**config.mk**
```make
export PLATFORM = sky130hd
export DESIGN_NAME = imm_gen_ctrl_flat
export DESIGN_NICKNAME = d
export VERILOG_FILES = /design/src/rtl/imm_pkg.sv /design/src/rtl/imm_gen_ctrl_if.sv /design/src/rtl/imm_field_ext.sv /design/src/rtl/imm_gen_ctrl.sv /design/src/flat_wrapper.sv
export SDC_FILE = /design/constraint.sdc
export NUM_CORES = 1
export LEC_CHECK = 0
export BUFFER_PORTS_ARGS = -buffer_cell sky130_fd_sc_hd__buf_2
export CORE_UTILIZATION = 23
export CTS_CLUSTER_DIAMETER = 60
export DETAILED_ROUTE_END_ITERATION = 7
export GPL_TIMING_DRIVEN = 0
export PLACE_DENSITY = 0.43
export SETUP_SLACK_MARGIN = 0.5
export SYNTH_ARGS = -nofsm -noshare
export SYNTH_HDL_FRONTEND = slang
export SYNTH_HIERARCHICAL = 1
export SYNTH_SLANG_ARGS = --single-unit
```
**constraint.sdc**
```tcl
create_clock -name clk -period 2.85 [get_ports clk]
set_input_delay 0.57 -clock clk [delete_from_list [all_inputs] [get_ports clk]]
set_output_delay 0.57 -clock clk [all_outputs]
set_load 0.01 [all_outputs]
```
**src/rtl/imm_pkg.sv**
```systemverilog
// Shared definitions for the LEGv8 immediate generator: immediate classes,
// opcode match constants, field bit positions and the class decoder.
package imm_pkg;

  typedef enum logic [2:0] {
    KIND_NONE = 3'd0,
    KIND_B26  = 3'd1,
    KIND_CB19 = 3'd2,
    KIND_D9   = 3'd3,
    KIND_I12  = 3'd4,
    KIND_MW16 = 3'd5
  } imm_kind_t;

  // Opcode match values, compared against the top bits of the word
  localparam logic [5:0]  OP_B     = 6'b000101;      // [31:26]
  localparam logic [5:0]  OP_BL    = 6'b100101;      // [31:26]
  localparam logic [7:0]  OP_CBZ   = 8'b10110100;    // [31:24]
  localparam logic [7:0]  OP_CBNZ  = 8'b10110101;    // [31:24]
  localparam logic [7:0]  OP_BCOND = 8'b01010100;    // [31:24]
  localparam logic [10:0] OP_LDUR  = 11'b11111000010; // [31:21]
  localparam logic [10:0] OP_STUR  = 11'b11111000000; // [31:21]
  localparam logic [9:0]  OP_ADDI  = 10'b1001000100;  // [31:22]
  localparam logic [9:0]  OP_SUBI  = 10'b1101000100;  // [31:22]
  localparam logic [8:0]  OP_MOVZ  = 9'b110100101;    // [31:23]

  // Immediate field positions (lsb, width)
  localparam int B26_LSB   = 0;
  localparam int B26_W     = 26;
  localparam int CB19_LSB  = 5;
  localparam int CB19_W    = 19;
  localparam int D9_LSB    = 12;
  localparam int D9_W      = 9;
  localparam int I12_LSB   = 10;
  localparam int I12_W     = 12;
  localparam int MW16_LSB  = 5;
  localparam int MW16_W    = 16;
  localparam int MW_HW_LSB = 21;

  // Classify an instruction word; unknown encodings map to NONE
  function automatic imm_kind_t decode_kind(input logic [31:0] instr);
    imm_kind_t k;
    k = KIND_NONE;
    if (instr[31:26] == OP_B || instr[31:26] == OP_BL)
      k = KIND_B26;
    else if (instr[31:24] == OP_CBZ || instr[31:24] == OP_CBNZ || instr[31:24] == OP_BCOND)
      k = KIND_CB19;
    else if (instr[31:21] == OP_LDUR || instr[31:21] == OP_STUR)
      k = KIND_D9;
    else if (instr[31:22] == OP_ADDI || instr[31:22] == OP_SUBI)
      k = KIND_I12;
    else if (instr[31:23] == OP_MOVZ)
      k = KIND_MW16;
    return k;
  endfunction

endpackage

```
**src/rtl/imm_gen_ctrl_if.sv**
```systemverilog
// Handshake bus of the immediate generator: instruction in, decoded entry out.
interface imm_gen_ctrl_if #(parameter int OUT_W = 64);
  import imm_pkg::*;

  logic             in_valid;
  logic             in_ready;
  logic [31:0]      instr;
  logic             flush;
  logic             out_valid;
  logic             out_ready;
  logic [OUT_W-1:0] imm;
  imm_kind_t        imm_kind;

  modport master (
    output in_valid, instr, flush, out_ready,
    input  in_ready, out_valid, imm, imm_kind
  );

  modport slave (
    input  in_valid, instr, flush, out_ready,
    output in_ready, out_valid, imm, imm_kind
  );

endinterface

```
**src/rtl/imm_field_ext.sv**
```systemverilog
// Field select and sign/zero extension of the LEGv8 immediate to OUT_W bits.
// Optional macro BRANCH_SHL2_EN: branch offsets (B26, CB19) are shifted left
// by 2 to become byte offsets; otherwise they stay word offsets.
module imm_field_ext
  import imm_pkg::*;
#(
  parameter int OUT_W = 64
) (
  input  logic [31:0]      instr,
  output logic [OUT_W-1:0] imm,
  output imm_kind_t        kind
);

  logic [OUT_W-1:0] b26_ext;
  logic [OUT_W-1:0] cb19_ext;
  logic [OUT_W-1:0] d9_ext;
  logic [OUT_W-1:0] i12_ext;
  logic [OUT_W-1:0] mw16_ext;
  logic [OUT_W-1:0] b26_off;
  logic [OUT_W-1:0] cb19_off;
  logic [5:0]       mw_shift;
  logic             unused_bits;

  // Rd/Rt bits never carry immediate data
  assign unused_bits = ^instr[4:0];

  assign kind = decode_kind(instr);

  assign b26_ext  = {{(OUT_W-B26_W){instr[B26_LSB+B26_W-1]}},    instr[B26_LSB  +: B26_W]};
  assign cb19_ext = {{(OUT_W-CB19_W){instr[CB19_LSB+CB19_W-1]}}, instr[CB19_LSB +: CB19_W]};
  assign d9_ext   = {{(OUT_W-D9_W){instr[D9_LSB+D9_W-1]}},       instr[D9_LSB   +: D9_W]};
  assign i12_ext  = {{(OUT_W-I12_W){1'b0}},                      instr[I12_LSB  +: I12_W]};

  // hw field selects a 16-bit lane: shift by 16*hw
  assign mw_shift = {instr[MW_HW_LSB +: 2], 4'b0000};
  assign mw16_ext = {{(OUT_W-MW16_W){1'b0}}, instr[MW16_LSB +: MW16_W]} << mw_shift;

`ifdef BRANCH_SHL2_EN
  assign b26_off  = b26_ext << 2;
  assign cb19_off = cb19_ext << 2;
`else
  assign b26_off  = b26_ext;
  assign cb19_off = cb19_ext;
`endif

  // Pick the extended field matching the decoded class
  always_comb begin
    imm = '0;
    case (kind)
      KIND_B26:  imm = b26_off;
      KIND_CB19: imm = cb19_off;
      KIND_D9:   imm = d9_ext;
      KIND_I12:  imm = i12_ext;
      KIND_MW16: imm = mw16_ext;
      default:   imm = '0;
    endcase
  end

endmodule

```
**src/rtl/imm_gen_ctrl.sv**
```systemverilog
// LEGv8 immediate generator: decodes each accepted instruction word and
// buffers {imm, imm_kind} in a 2-entry FIFO with valid/ready on both sides.
// Optional macro BRANCH_SHL2_EN (see imm_field_ext) selects byte-offset
// branch immediates.
module imm_gen_ctrl
  import imm_pkg::*;
#(
  parameter int OUT_W = 64
) (
  input logic          clk,
  input logic          reset,
  imm_gen_ctrl_if.slave bus
);

  typedef struct packed {
    logic [OUT_W-1:0] imm;
    imm_kind_t        kind;
  } entry_t;

  logic [OUT_W-1:0] dec_imm;
  imm_kind_t        dec_kind;
  entry_t           dec;
  entry_t           slot0;   // head of the FIFO, drives the outputs
  entry_t           slot1;
  logic [1:0]       count;
  logic             push;
  logic             pop;

  imm_field_ext #(.OUT_W(OUT_W)) u_field_ext (
    .instr (bus.instr),
    .imm   (dec_imm),
    .kind  (dec_kind)
  );

  assign dec = '{imm: dec_imm, kind: dec_kind};

  // Ready depends only on stored occupancy, so a pop never frees a slot
  // for the same cycle and there is no path from out_ready to in_ready
  assign bus.in_ready  = (count != 2'd2);
  assign bus.out_valid = (count != 2'd0);
  assign bus.imm       = slot0.imm;
  assign bus.imm_kind  = slot0.kind;

  assign push = bus.in_valid  && bus.in_ready;
  assign pop  = bus.out_valid && bus.out_ready;

  // FIFO storage and occupancy; reset and flush both empty it and clear the head
  always_ff @(posedge clk) begin
    if (reset || bus.flush) begin
      count <= 2'd0;
      slot0 <= '0;
      slot1 <= '0;
    end else begin
      case ({push, pop})
        2'b11: begin
          // only reachable with one entry stored: replace the head in place
          slot0 <= dec;
        end
        2'b01: begin
          slot0 <= slot1;
          count <= count - 2'd1;
        end
        2'b10: begin
          if (count == 2'd0) slot0 <= dec;
          else               slot1 <= dec;
          count <= count + 2'd1;
        end
        default: ;
      endcase
    end
  end

endmodule

```
**src/flat_wrapper.sv**
```systemverilog
// flat-port wrapper written by rule: the top's interface ports become plain ports
module imm_gen_ctrl_flat import imm_pkg::*;
#(
  parameter int OUT_W = 64
)
  (clk, reset, bus_in_valid, bus_instr, bus_flush, bus_out_ready, bus_in_ready, bus_out_valid, bus_imm, bus_imm_kind);
  imm_gen_ctrl_if #(.OUT_W(OUT_W)) bus_i ();
  input logic clk;
  input logic reset;
  input wire logic [$bits(bus_i.in_valid)-1:0] bus_in_valid;
  input wire logic [$bits(bus_i.instr)-1:0] bus_instr;
  input wire logic [$bits(bus_i.flush)-1:0] bus_flush;
  input wire logic [$bits(bus_i.out_ready)-1:0] bus_out_ready;
  output wire logic [$bits(bus_i.in_ready)-1:0] bus_in_ready;
  output wire logic [$bits(bus_i.out_valid)-1:0] bus_out_valid;
  output wire logic [$bits(bus_i.imm)-1:0] bus_imm;
  output wire logic [$bits(bus_i.imm_kind)-1:0] bus_imm_kind;
  assign bus_i.in_valid = bus_in_valid;
  assign bus_i.instr = bus_instr;
  assign bus_i.flush = bus_flush;
  assign bus_i.out_ready = bus_out_ready;
  assign bus_in_ready = bus_i.in_ready;
  assign bus_out_valid = bus_i.out_valid;
  assign bus_imm = bus_i.imm;
  assign bus_imm_kind = bus_i.imm_kind;
  imm_gen_ctrl #(.OUT_W(OUT_W)) u_core (.clk(clk), .reset(reset), .bus(bus_i));
endmodule
```
==> flow_metrics.tcl, run 1 <==
set metrics [dict create \
    antenna_found_initial 3 \
    die_x_um 172.9 \
    cts.clk_slew.worst_paths_ns 0.06 \
    vias 6224 \
    pre_cts_slack_ns -0.2738 \
    clock-sinks 136 \
    dp_cells 1246 \
    cts-buffers-inserted 17 \
    grt_first_pass_wirelength_mm 37.09 \
    clock_latency_ns 0.42 \
    netlist_area_um2 6718 \
    ctsHoldBuffers 0 \
    ctsLongestPathBuffers 2 \
    p_leak_nw 3.337 \
    drtPass1Iterations 5 \
    track_usage 0.1624 \
    synth_flop_cell "dfxtp_1" \
    rows 62 \
    yosys_warnings 6 \
    power_density_nw_per_um2 581.1 \
    synthCells 759 \
    syn_avg_cell_area_um2 8.851 \
    met3_usage 0.03804 \
    synth_top_cell_by_area "dfxtp_1" \
    die_h_um 172.9 \
    critical_path.endpoint_type "flip-flop" \
    ant_nets 0 \
    drt_iter0_drc 367 \
    grt_max_degree 17 \
    num_io_pins 106 \
    nets 929 \
    synth_nets 798 \
    clock-root-buffer "clkbuf_16" \
    yosysSeqAreaShare 0.4053 \
    total_power_mw 4.996 \
    initial_core_util 0.2340 \
    grt-ovfl-total 0 \
    synth_top_area_frac 0.4053 \
    synth_edf_count 0 \
    htree_levels 4 \
    whs_ns 0.4536 \
    routabilityCongestion 0.8172 \
    worst_slack_ns 0.5328 \
    detail_route.wl_per_cell_um 18.69 \
    core_region_area_um2 28700 \
    routed_wirelength_mm 24.10 \
    ir_worst_vdd_uv 380.5 \
    fin_util 0.2995 \
    yosysMostFrequentCell "nand2_1" \
    max_slew.worst_pin.slew_ns 0.8910 \
    status "completed" \
    ys_types 54 \
    slew_headroom 0.4060 \
    grt_use_met1 0.2311 \
    path_class "input port to flip-flop" \
    die_area_um2 29890 \
    hold_viol_final 0 \
    slew_violations 0 \
    synth-seq-cells 136 \
    fin_skew_ns 0.01191 \
    period_share 0.8131 \
    min_period_ns 2.317 \
    ys_top_cells_by_area "dfxtp_1 (41%), mux2i_1 (10%), nand2_1 (8.0%), a211oi_2 (5.6%), a21oi_1 (5.1%)" \
    synth_top_cells_by_count "nand2_1 (143), dfxtp_1 (136), a21oi_1 (69)" \
    hpwl_mm 17.03 \
    rsz0062_at_grt "yes" \
    grt_pass1_vias 5999 \
    maxCapViolations 0 \
    dpl_cell_area_um2 7730 \
    synth-async-reset-ratio 0 \
    routed_via_density 4.829 \
    cp.arrival_ns 2.66 \
    worst-path-max-fanout 7 \
    hold_path.class "flip-flop to flip-flop" \
    tritoncts "done" \
    max_freq_ghz 0.4316 \
    drive_gt1_frac 0.2901 \
    nFillCells 3098 \
    top_usage_layer "met2" \
    area_growth_pct 27.98 \
    final.setup.tns_ns 0 \
    start_kind "input port" \
    drc 0 \
    port_buffers 103 \
    required_ns 3.19 \
    final_cell_count_no_fill 1289 \
    setup_viol 0 \
    stdcell_area_um2 8597 \
    grt.met2_usage 0.2455 \
]
[logic make-up (layout without fill, tap and decap cells)]
kind of cell,after synthesis,after routing,share of synthesized area
other,0,2,0
flip-flops,136,136,0.4053
AND/OR/NAND/NOR,249,249,0.1755
AO/OA/AOI/OAI,223,223,0.2578
XOR/XNOR,2,2,0.002608
buffers and inverters,80,224,0.05532
multiplexers,67,67,0.09983
adder cells (fa/ha/maj),2,2,0.003724
[cell usage in the layout, fill, tap and decap left out, types with 3 or more instances in the layout]
cell type	instances
a211o_2	4
a211oi_1	35
a211oi_2	32
a21o_1	39
a21oi_1	69
a221o_2	12
a22o_1	14
a31oi_1	7
buf_2	118
buf_4	7
buf_6	9
buf_8	4
clkbuf_1	35
clkbuf_16	17
clkbuf_2	8
clkbuf_4	7
clkbuf_8	5
clkinv_2	3
dfxtp_1	135
inv_1	4
mux2i_1	59
mux2i_2	7
nand2_1	143
nand2b_1	3
nand4_1	6
nor3_1	67
nor3_4	3
[final timing paths]
kind                        endpoint  slack (ns)  depth (start not counted)        startpoint
setup / recovery   u_core/bus.imm[3]        0.53                          9     bus_instr[29]
hold / removal      u_core/slot1[63]        0.45                          2  u_core/slot1[63]
setup reg to reg  u_core/bus.imm[20]        0.60                         11   u_core/count[0]
hold reg to reg     u_core/slot1[63]        0.45                          2  u_core/slot1[63]
[final cells by class]
| cell class | instances | area, um^2 | share of cell area |
|---|---|---|---|
| antenna | 2 | 5.005 | 0.0005822 |
| buffer | 75 | 450.4 | 0.05239 |
| clock buffer | 25 | 495.5 | 0.05763 |
| clock inverter | 7 | 91.34 | 0.01062 |
| inverter | 5 | 21.27 | 0.002474 |
| multi-input combinational | 543 | 3745 | 0.4356 |
| sequential | 136 | 2724 | 0.3168 |
| tap | 384 | 480.5 | 0.05589 |
| timing repair buffer | 112 | 584.3 | 0.06797 |
[critical path, cell delays in order]
cell      delay (ns)
buf_2           0.12
or3b_4          0.44
or3_4           0.39
buf_8           0.15
o31ai_4         0.31
buf_2           0.24
a221o_2         0.17
mux2i_1         0.07
a211oi_1        0.19
[power by group]
part	internal [mW]	switching (mW)
Sequential	1.96	0.0308
Clock	1.38	0.861
Combinational	0.257	0.506
Total	3.60	1.40
[registers in the layout, indices dropped and copies added, names as in the netlist]
| name | count |
|---|---|
| u_core/bus.imm_kind | 3 |
| u_core/count | 2 |
| u_core/slot1 | 67 |
| u_core/bus.imm | 64 |
[routing by layer]
layer | wire [um] | part of all wire
met5 | 13 | 0.00054
met4 | 277 | 0.011
met3 | 1083 | 0.045
met2 | 10710 | 0.44
met1 | 12010 | 0.50
[repair_timing]
item | CTS | global route
endpoints found under the hold margin | 0 | 0
gates resized for setup | 33 | 41
setup buffers | 0 | 8
endpoints found under the setup margin | 97 | 96
gates cloned | 0 | 1
pin swaps | 0 | 10
(Power assumes the default switching activity.)
==> run 2, diff against run 1 <==
ABC_AREA = 1   (was default)
PLACE_DENSITY = 0.44   (was 0.43)
clock period = 2 ns   (was 2.85 ns; I/O delays follow)
==> flow_metrics.tcl, run 2 <==
set metrics [dict create \
    status "completed" \
    detail_route.wl_per_cell_um 16.82 \
    top_usage_layer "met2" \
    min_period_ns 1.757 \
    met3_usage 0.02914 \
    max_slew.worst_pin.slew_ns 0.5959 \
    p_int_mw 5.862 \
    die_x_um 193.2 \
    synth_top_area_frac 0.3239 \
    rows 69 \
    required_ns 2.32 \
    slew_headroom 0.6027 \
    port_buffers 104 \
    initial_core_util 0.2352 \
    ys_top_cells_by_area "dfxtp_1 (32%), nor2_1 (9.7%), nand2_1 (9.3%), inv_1 (8.6%), nand3_1 (7.9%)" \
    p_leak_nw 5.526 \
    final_common_cell "inv_1" \
    synth_top_cells_by_count "nor2_1 (217), nand2_1 (209), inv_1 (193)" \
    synth_xor_area_frac 0 \
    nFillCells 3938 \
    synthCells 1357 \
    combPwrFrac 0.221 \
    synth_mux_area_frac 0 \
    routed_via_density 4.691 \
    grt_use_met1 0.2520 \
    ys_types 25 \
    routabilityCongestion 0.9017 \
    area_growth_pct 44.73 \
    worst_slack_ns 0.2435 \
    largest_reg_flops 67 \
    die_area_um2 37310 \
    setup_viol 0 \
    final_cell_mix "inv_1 (184), nand2_1 (166), nor2_1 (163)" \
    final_cell_count_no_fill 2005 \
    synth-simple-area-share 0.3887 \
    max_freq_ghz 0.5693 \
    clock-root-buffer "clkbuf_16" \
    synth-seq-cells 136 \
    clock-sinks 136 \
    power_density_nw_per_um2 681.6 \
    vias 9405 \
    synth_edf_count 0 \
    fin_util 0.3404 \
    critical_path.endpoint_type "flip-flop" \
    clockPowerShare 0.428 \
    die_h_um 193.2 \
    num_io_pins 106 \
    ctsLongestPathBuffers 2 \
    whs_ns 0.3699 \
    cp.arrival_ns 2.08 \
    pre_cts_slack_ns -0.3343 \
    track_usage 0.1783 \
    start_kind "flip-flop" \
    clock_latency_ns 0.43 \
    cts-buffers-inserted 17 \
    netlist_area_um2 8406 \
    synth_nets 1396 \
    worst-path-max-fanout 7 \
    synth_fa_ha_area_frac 0.002977 \
    ir_worst_vdd_uv 537.7 \
    grt_first_pass_wirelength_mm 50.13 \
    synth_compound_area_frac 0.1209 \
    p_sw_frac 0.2930 \
    total_power_mw 8.291 \
    nets 1570 \
    yosys_warnings 6 \
    drtPass1Iterations 7 \
    ctsHoldBuffers 0 \
    fin_skew_ns 0.008653 \
    maxCapViolations 0 \
    hold_path.class "input port to flip-flop" \
    drc 0 \
    htree_levels 4 \
    grt.met2_usage 0.2810 \
    routed_wirelength_mm 33.72 \
    cts.clk_slew.worst_paths_ns 0.06 \
    synth_flop_cell "dfxtp_1" \
    power.switching_mw 2.430 \
    grt_pass1_vias 8660 \
    tritoncts "done" \
    drive_gt1_frac 0.3232 \
    hold_viol_final 0 \
    power_frac_seq 0.350 \
    grt_max_degree 17 \
    yosysSeqAreaShare 0.3239 \
    synth_top_family_by_area "simple AND/OR/NAND/NOR gates" \
    drt_iter0_drc 615 \
    synth-async-reset-ratio 0 \
    ant_nets 0 \
    syn_avg_cell_area_um2 6.194 \
    hpwl_mm 23.94 \
    core_region_area_um2 35740 \
    synth_top_cell_by_area "dfxtp_1" \
    antenna_found_initial 1 \
    rsz0062_at_grt "yes" \
    slew_violations 0 \
    regMostFlops "u_core/slot1" \
    dp_cells 1922 \
    diodes 0 \
    grt-ovfl-total 0 \
    path_class "flip-flop to flip-flop" \
    period_share 0.8783 \
    yosysMostFrequentCell "nor2_1" \
]
-- run 2: layer usage --
metal  wire length [um]  up-vias
li1                   -     4761
met3               1453       31
met2              15250      227
met5                  0        -
met4                503        0
met1              16520     4386
-- run 2: worst max-delay path, stage by stage, from the launching register on --
cell	delay (ns)
dfxtp_2	0.34
inv_4	0.09
nand2_8	0.07
nand2_8	0.07
buf_6	0.11
inv_4	0.03
ha_4	0.15
buf_12	0.14
buf_12	0.15
clkbuf_16	0.16
nand2_1	0.05
o21ai_1	0.07
a21oi_1	0.14
nor2_1	0.05
-- run 2: worst paths after layout --
check / start / end / cells after the start / slack (ns)
max reg2reg: u_core/count[0] / u_core/bus.imm[56] / 13 / 0.24
min reg2reg: u_core/slot1[46] / u_core/slot1[46] / 2 / 0.49
min: bus_instr[4] / u_core/slot1[7] / 5 / 0.37
max: u_core/count[0] / u_core/bus.imm[56] / 13 / 0.24
-- run 2: area by class of cell --
class / instances / area, um^2 / share of cell area
multi-input cells: 910 / 5306 / 0.4362
clock buffers: 21 / 460.4 / 0.03785
well taps: 461 / 576.8 / 0.04741
flip-flops and latches: 136 / 2728 / 0.2242
inverters: 197 / 782.0 / 0.06428
plain buffers: 115 / 940.9 / 0.07734
clock inverters: 11 / 193.9 / 0.01594
repair buffers: 154 / 1177 / 0.09678
-- run 2: kinds of logic (layout without fill, tap and decap cells) --
family,after synthesis,count (layout)
AO/OA/AOI/OAI,203,203
AND/OR/NAND/NOR,704,705
adder cells (fa/ha/maj),2,2
flip-flops,136,136
buffers and inverters,312,498
-- run 2: timing repair --
action | in CTS | in global routing
cloned | 5 | 6
buffers inserted | 24 | 16
endpoints found under the setup margin | 137 | 137
pin swaps | 17 | 35
resized for setup | 129 | 233
-- run 2: metrics by stage --
stage               TNS (ns)  area, um^2
global placement      -13.19        9661
floorplan                  0        8563
detailed placement    -14.41        9661
finish                     0       12170
CTS                        0       11110
global route               0       12170
-- run 2: power groups by stage --
stage	sequential, mW	clock [mW]	combinational [mW]
floorplan	2.98	0	0.885
global placement	2.94	0	1.40
detailed placement	2.94	0	1.40
CTS	2.89	3.65	1.60
global route	2.92	3.76	2.01
finish	2.91	3.55	1.84
